==> config.mk <==
export PLATFORM = sky130hd
export DESIGN_NAME = pea_sequencer
export DESIGN_NICKNAME = d
export VERILOG_FILES = /design/src/rtl/pea_sequencer.sv
export SDC_FILE = /design/constraint.sdc
export NUM_CORES = 1
export LEC_CHECK = 0
export CELL_PAD_IN_SITES_DETAIL_PLACEMENT = 1
export CELL_PAD_IN_SITES_GLOBAL_PLACEMENT = 1
export CORE_ASPECT_RATIO = 1.4
export CORE_MARGIN = 3
export CORE_UTILIZATION = 32
export DETAILED_ROUTE_END_ITERATION = 16
export GPL_TIMING_DRIVEN = 0
export PLACE_DENSITY_LB_ADDON = 0.1
export SETUP_SLACK_MARGIN = 0.3
export SLEW_MARGIN = 25
export SYNTH_ARGS = -nofsm -noshare
export SYNTH_HDL_FRONTEND = slang
export SYNTH_SLANG_ARGS = --single-unit
==> constraint.sdc <==
create_clock -name clk -period 2.6 [get_ports clk]
set_clock_uncertainty 0.15 [all_clocks]
set_input_delay 0.39 -clock clk [delete_from_list [all_inputs] [get_ports clk]]
set_output_delay 0.39 -clock clk [all_outputs]
set_load 0.02 [all_outputs]
==> src/rtl/pea_sequencer.sv <==
// rtl/pea_sequencer.sv - instruction sequencer: command pop, operand pops, core run, status token
// Optional build macro PEA_SEQ_FREE_SPACE_EN: firing also waits for output FIFO free space.
module pea_sequencer #(
    parameter int word_size       = 16,
    parameter int buffer_size_out = 32,
    localparam int FW             = $clog2(buffer_size_out)
) (
    input  logic                 clk,
    input  logic                 rst,
    input  logic                 enable,
    input  logic [word_size-1:0] cmd_data,
    output logic                 cmd_rd_en,
    output logic                 data_rd_en,
    output logic [1:0]           next_mode_out,
    output logic [7:0]           mode,
    output logic [4:0]           arg2,
    input  logic [FW-1:0]        result_free_space,
    input  logic [FW-1:0]        status_free_space,
    output logic                 core_start,
    input  logic                 core_done,
    output logic                 status_wr_en,
    output logic [word_size-1:0] status_data,
    output logic                 busy
);

    typedef enum logic [2:0] {
        S_SETUP  = 3'd0,
        S_WAIT   = 3'd1,
        S_POP    = 3'd2,
        S_RUN    = 3'd3,
        S_STATUS = 3'd4
    } state_t;

    localparam logic [7:0] MODE_STP = 8'd0;
    localparam logic [7:0] MODE_EVP = 8'd1;
    localparam logic [7:0] MODE_EVB = 8'd2;
    localparam logic [7:0] MODE_RST = 8'd3;
    localparam int CW = (FW > 5) ? FW : 5;

    state_t               r_state;
    logic [7:0]           r_mode;
    logic [4:0]           r_arg2;
    logic [4:0]           r_count;
    logic                 r_data_rd_en;
    logic                 r_core_start;
    logic                 r_status_wr_en;
    logic [word_size-1:0] r_status_data;

    logic [4:0]           w_pop_count;
    logic                 w_fire;
    logic                 w_mode_valid;

    // Bits above the arg2 field carry nothing for this block.
    logic w_unused_cmd;
    assign w_unused_cmd = ^cmd_data[word_size-1:13];

    assign w_mode_valid = (r_mode <= MODE_RST);

    // Operand words each instruction consumes from the data FIFO.
    always_comb begin
        w_pop_count = 5'd0;
        case (r_mode)
            MODE_STP: w_pop_count = r_arg2;
            MODE_EVP: w_pop_count = 5'd1;
            MODE_EVB: w_pop_count = r_arg2;
            default:  w_pop_count = 5'd0;
        endcase
    end

`ifdef PEA_SEQ_FREE_SPACE_EN
    logic [4:0] w_res_need;
    // Fire only when the status token and the results it produces will fit downstream.
    always_comb begin
        w_res_need = (r_mode == MODE_EVB) ? r_arg2 : 5'd1;
        w_fire     = enable && (status_free_space != '0) &&
                     ((r_mode == MODE_RST) || (CW'(result_free_space) >= CW'(w_res_need)));
    end
`else
    logic w_unused_fs;
    assign w_unused_fs = ^{result_free_space, status_free_space};
    assign w_fire      = enable;
`endif

    // Sequencer state, latched instruction fields and registered strobes.
    always_ff @(posedge clk or negedge rst) begin
        if (!rst) begin
            r_state        <= S_SETUP;
            r_mode         <= 8'd0;
            r_arg2         <= 5'd0;
            r_count        <= 5'd0;
            r_data_rd_en   <= 1'b0;
            r_core_start   <= 1'b0;
            r_status_wr_en <= 1'b0;
            r_status_data  <= '0;
        end else begin
            case (r_state)
                S_SETUP: begin
                    if (enable) begin
                        r_mode  <= cmd_data[7:0];
                        r_arg2  <= cmd_data[12:8];
                        r_state <= S_WAIT;
                    end
                end
                S_WAIT: begin
                    if (!w_mode_valid) begin
                        r_status_data  <= '1;
                        r_status_wr_en <= 1'b1;
                        r_state        <= S_STATUS;
                    end else if (w_fire) begin
                        r_count <= w_pop_count;
                        if (w_pop_count == 5'd0) begin
                            r_core_start <= 1'b1;
                            r_state      <= S_RUN;
                        end else begin
                            r_data_rd_en <= 1'b1;
                            r_state      <= S_POP;
                        end
                    end
                end
                S_POP: begin
                    r_count <= r_count - 5'd1;
                    if (r_count == 5'd1) begin
                        r_data_rd_en <= 1'b0;
                        r_core_start <= 1'b1;
                        r_state      <= S_RUN;
                    end
                end
                S_RUN: begin
                    // A done seen alongside the start pulse belongs to no instruction of ours.
                    if (r_core_start) begin
                        r_core_start <= 1'b0;
                    end else if (core_done) begin
                        r_status_data  <= word_size'({r_mode, 8'h00});
                        r_status_wr_en <= 1'b1;
                        r_state        <= S_STATUS;
                    end
                end
                S_STATUS: begin
                    r_status_wr_en <= 1'b0;
                    r_state        <= S_SETUP;
                end
                default: r_state <= S_SETUP;
            endcase
        end
    end

    // The command FIFO is first-word fall-through, so the pop must land in the enable cycle.
    assign cmd_rd_en     = rst && (r_state == S_SETUP) && enable;
    assign data_rd_en    = r_data_rd_en;
    assign core_start    = r_core_start;
    assign status_wr_en  = r_status_wr_en;
    assign status_data   = r_status_data;
    assign mode          = r_mode;
    assign arg2          = r_arg2;
    assign busy          = (r_state != S_SETUP);
    assign next_mode_out = (r_state == S_SETUP) ? 2'b00 : 2'b01;

endmodule

**After elaboration in Yosys (flattened, before gate mapping)**

Cells that the tools add are included.

- Register bits: 40
- Output and inout bits: 36

- Add/sub/neg operators: 1
- Magnitude comparators: 1
- Equal/unequal tests: 17
- Mux-type cells: 31
- Reductions and logical operators: 18

Operator list:

| cell | count |
|---|---|
| $mux W16 | 3 |
| $pmux W16 S2 | 1 |
| $pmux W5 S2 | 2 |
| $mux W3 | 6 |
| $ne A2 B2 Y1 const B | 9 |
| $reduce_and A5 Y1 | 3 |
| $mux W1 | 13 |
| $pmux W3 S4 | 1 |
| $mux W5 | 2 |
| $reduce_bool A3 Y1 | 3 |
| $eq A8 B1 Y1 const B | 1 |
| $eq A8 B2 Y1 const B | 1 |
| $le A8 B2 Y1 const B | 1 |
| $logic_not A8 Y1 | 1 |
| $reduce_and A4 Y1 | 2 |
| $eq A3 B2 Y1 const B | 2 |
| $pmux W1 S3 | 2 |
| $eq A5 B1 Y1 const B | 1 |
| $logic_not A5 Y1 | 1 |
| $sub A5 B1 Y5 const B | 1 |
| $reduce_bool A2 Y1 | 2 |
| $eq A3 B1 Y1 const B | 1 |
| $eq A3 B3 Y1 const B | 1 |
| $logic_not A3 Y1 | 1 |
| other kinds (6) | 7 |

**Logic depth before layout (Yosys ltp)**

- Depth in word-level cells: 8
- Gate-level depth with buffers: 6
- Depth with buffers taken out: 5

**Worst setup path before layout**

Ideal clock, no wire load.

- Path type: register to register
- Start point: register r_mode[5], in the netlist mode[5]
- End point: register r_count[3]
- Setup time: 87 ps
- Arrival: 2,219 ps
- Required time: 2,363 ps
- Slack: 144 ps
- Stages on the path, launching flop included: 6
- Path buffers: 1
- Cells stage by stage: dfrtp_1 > or4_4 > or4b_1 > clkbuf_2 > or4b_1 > o211ai_1

- Cells in the longest elaborated chain, start to end: 6

RTL lines:

| what | RTL line | RTL |
|---|---|---|
| start, declared | 41 | `logic [7:0] r_mode;` |
| start signal, assigned | 99 | `r_mode <= cmd_data[7:0];` |
| $eq A8 B2 Y1 / $logic_not A8 Y1 (equally long branches) | 62 | `case (r_mode)` |
| $reduce_or A2 Y1 (no line) | - |  |
| $pmux W5 S2 | 62 |  |
| $mux W5 | 109 | `end else if (w_fire) begin` |
| $mux W5 | 105 | `if (!w_mode_valid) begin` |
| $pmux W5 S2 | 96 | `case (r_state)` |
| end signal, assigned | 110 | `r_count <= w_pop_count;` |
| end signal, assigned | 121 | `r_count <= r_count - 5'd1;` |
| end, declared | 43 | `logic [4:0] r_count;` |

Parallel ways exist; a longest one is shown, timed or not. The select of a mux whose other input is x is not followed.
A chain may end at the register's enable or synchronous reset.

**Final worst setup path**

- Start point: register r_mode[4], in the netlist mode[4]
- End point: register r_count[3]

Same word-level chain as after synthesis.

==> results.sh <==
export IMPL_synth_xor_area_share_pct=0
export IMPL_holdPathEnd="status_data[12]"
export IMPL_rsz0062_at_grt="true"
export IMPL_num_io_pins=66
export IMPL_cts_path_max_buffers=2
export IMPL_setup_ws_ns=0.183
export IMPL_synth_ff_type="dfrtp_1"
export IMPL_netlist_top_cells_count="dfrtp_1, mux2_2, buf_4, nand2_1, o22a_1"
export IMPL_critPathCaptureType="flip-flop"
export IMPL_critPathTopFamily="simple AND/OR/NAND/NOR gates"
export IMPL_synth_edf_count=0
export IMPL_r2r_cells=5
export IMPL_drive_above_1_share_pct=28.0
export IMPL_syn_num_nets=176
export IMPL_dp_hpwl_um=3670
export IMPL_synth_cell_types=41
export IMPL_finalSetupViolCount=0
export IMPL_path_buf_inv=1
export IMPL_timing_rr_start="mode[4]"
export IMPL_slew_violations=0
export IMPL_routedWlPerCell_um=18.1
export IMPL_r2r_slack_ns=0.18
export IMPL_yosys_area_share_simple_pct=14.6
export IMPL_ys_seq_elements=33
export IMPL_place_area_um2=2220
export IMPL_critPathMostFrequentCell="or4b_4"
export IMPL_die_w_um=65.7
export IMPL_first_pass_iters=4
export IMPL_core_area_um2=4680
export IMPL_clock_sinks=33
export IMPL_path_max_fanout=2
export IMPL_power_frac_comb_pct=50.1
export IMPL_synth_compound_area_share_pct=16.0
export IMPL_r2r_end="r_count[3]"
export IMPL_seqPwrFrac_pct=34.7
export IMPL_fin_util_pct=52.7
export IMPL_overflow=0
export IMPL_num_vias=1440
export IMPL_critPathArrivalTime_ns=2.46
export IMPL_yosysTopAreaCellShare_pct=51.6
export IMPL_wl_um=4990
export IMPL_max_freq_mhz=414
export IMPL_antenna_found_initial=0
export IMPL_yosysMostFrequentCell="dfrtp_1"
export IMPL_critPathLaunchType="flip-flop"
export IMPL_async_flop_share_pct=100
export IMPL_fill_cells=496
export IMPL_dieArea_um2=5890
export IMPL_crit_type="reg2reg"
export IMPL_path_clk_slew_ns=0.06
export IMPL_synth_cells=144
export IMPL_gp_congestion=0.830
export IMPL_grt_max_degree=21
export IMPL_status="finished clean"
export IMPL_die_h_um=89.6
export IMPL_crit_slowest_cell="or4_4"
export IMPL_netlist_area_um2=1600
export IMPL_area_growth_pct=54.1
export IMPL_drt_antenna_violating_nets=0
export IMPL_worstPathRequired_ns=2.65
export IMPL_ir_worst_vdd_uv=436
export IMPL_p_int_mw=1.55
export IMPL_max_cap_violations=0
export IMPL_slew_headroom_pct=50.7
export IMPL_finalHoldViolCount=0
export IMPL_syn_area_per_cell_um2=11.1
export IMPL_yosysWarnings=0
export IMPL_power_density_nw_per_um2=1040
export IMPL_cts_buffers=5
export IMPL_cts_tree="built"
export IMPL_min_from="status_data[12]"
export IMPL_slowest_delay_ns=0.56
export IMPL_vias_per_cell=5.22
export IMPL_switching_share_pct=39.3
export IMPL_rows=29
export IMPL_hold_depth=1
export IMPL_start_util_pct=34.2
export IMPL_grt_pass1_vias=1581
export IMPL_cp_cell_sequence="or4_4 -> or4b_4 -> clkbuf_8 -> or4b_4 -> o211ai_1"
export IMPL_num_antenna_cells=0
export IMPL_yosys_area_top_type="dfrtp_1"
export IMPL_dp_slack_ns=-0.436
export IMPL_h_tree_depth=2
export IMPL_ys_seq_area_share_pct=51.6
export IMPL_synth_top_family_by_area="compound AO/OA/AOI/OAI gates"
export IMPL_nets=246
export IMPL_insertion_delay_ns=0.28
export IMPL_cts_root_buffer="clkbuf_8"
export IMPL_place_inst=258
export IMPL_tightest_slew_ns=0.730
export IMPL_grt_first_pass_wirelength_um=8200
export IMPL_pwr_share_clk_pct=15.2
export IMPL_drtIter0Drc=34
export IMPL_port_buffers=51
export IMPL_synthAdderAreaFrac_pct=1.56
export IMPL_track_usage_pct=18.6
export IMPL_p_leak_nw=0.997
export IMPL_hold_class="reg2reg"
export IMPL_drc=0
export IMPL_min_period_ns=2.42
export IMPL_power_switching_mw=1.00
export IMPL_synth_area_leaders="dfrtp_1, mux2_2, buf_4"
export IMPL_setup_tns_ns=0
export IMPL_stdcell_count=276
export IMPL_stdcell_area_um2=2460
export IMPL_finalCritPeriodShare_pct=92.9
export IMPL_synth_mux_area_share_pct=9.08
## state kept, by name, indices dropped and copies added, names as in the netlist
register	flops
r_count	5
status_data	9
r_state	3
mode	8
core_start	1
data_rd_en	1
arg2	5
status_wr_en	1
## per-stage QoR
stage               power, mW  hold slack, ns
floorplan                1.50         -0.0556
global placement         1.98           0.345
detailed placement       2.04           0.177
CTS                      2.52           0.360
global route             2.72           0.374
finish                   2.55           0.366
## per-layer routing
layer | global-route usage [%] | wire, µm | vias to the layer above | share of wire, %
met5 | 0 | 0 | - | 0
met4 | 7.17 | 79 | 0 | 1.6
met3 | 3.49 | 225 | 8 | 4.5
met2 | 35.1 | 2780 | 43 | 56
met1 | 20.2 | 1900 | 727 | 38
li1 | - | - | 662 | -
## kinds of logic (layout without fill, tap and decap cells)
group,count (synthesis),count (layout)
AOI/OAI and AO/OA,35,35
other,1,1
muxes,13,13
buffers and inverters,20,90
adders and majority gates,2,2
and+or+nand+nor,40,40
DFF,33,33
## cells in the final DEF, fill, tap and decap left out, types with 2 or more instances in the layout
| master | Yosys | routed |
|---|---|---|
| clkdlybuf4s50_1 | 0 | 47 |
| dfrtp_1 | 33 | 30 |
| buf_4 | 9 | 20 |
| mux2_2 | 12 | 12 |
| nand2_1 | 8 | 8 |
| clkbuf_8 | 0 | 7 |
| o22a_1 | 7 | 7 |
| inv_1 | 6 | 6 |
| a21oi_1 | 6 | 6 |
| nor2_1 | 6 | 5 |
| o21ai_0 | 5 | 5 |
| clkbuf_1 | 4 | 3 |
| nand3_1 | 3 | 3 |
| a22oi_2 | 0 | 3 |
| nor3_1 | 4 | 3 |
| dfrtp_2 | 0 | 3 |
| or2_2 | 2 | 2 |
| or4b_4 | 0 | 2 |
| nor3b_1 | 3 | 2 |
| a31oi_1 | 2 | 2 |
| nor4b_1 | 2 | 2 |
| a221oi_1 | 2 | 2 |
| nor2b_1 | 2 | 2 |
| ha_1 | 2 | 2 |
## worst max-delay path by stage
stage | cells after the start | startpoint | slack, ns | end
global placement | 3 | rst | -0.77 | cmd_rd_en
CTS | 5 | mode[5] | 0.21 | r_count[3]
global route | 5 | mode[4] | 0.15 | r_count[3]
finish | 5 | mode[4] | 0.18 | r_count[3]
floorplan | 5 | mode[4] | 0.18 | r_count[3]
detailed placement | 6 | enable | -0.44 | cmd_rd_en
## worst register-to-register path, stage by stage (launching register included)
cell and delay, ns:
dfrtp_2 0.40, or4_4 0.56, or4b_4 0.51, clkbuf_8 0.15, or4b_4 0.48, o211ai_1 0.10
## area by class of cell
class	count	area [µm²]	area share, %
sequential	33	830	33.7
clock buffer	7	86.3	3.50
timing repair buffer	63	617	25.0
multi-input combinational	91	721	29.2
inverter	6	22.5	0.914
buffer	14	111	4.52
tap	62	77.6	3.15
## power by group through the flow
stage	registers [mW]	logic [mW]	clock network [mW]
final	0.885	1.28	0.388
after global placement	0.891	1.09	0
after detailed placement	0.906	1.13	0
after CTS	0.881	1.24	0.400
after global routing	0.918	1.38	0.422
after floorplan	1.00	0.498	0
## what timing repair did
action                     4_1_cts  5_1_grt
hold endpoints to repair        13        0
setup endpoints to repair       17        6
resized for setup               16        7
setup buffers                    6        4
pin swaps                        2        2
hold buffers                     1        0
Power figures use the tool's default switching activity.
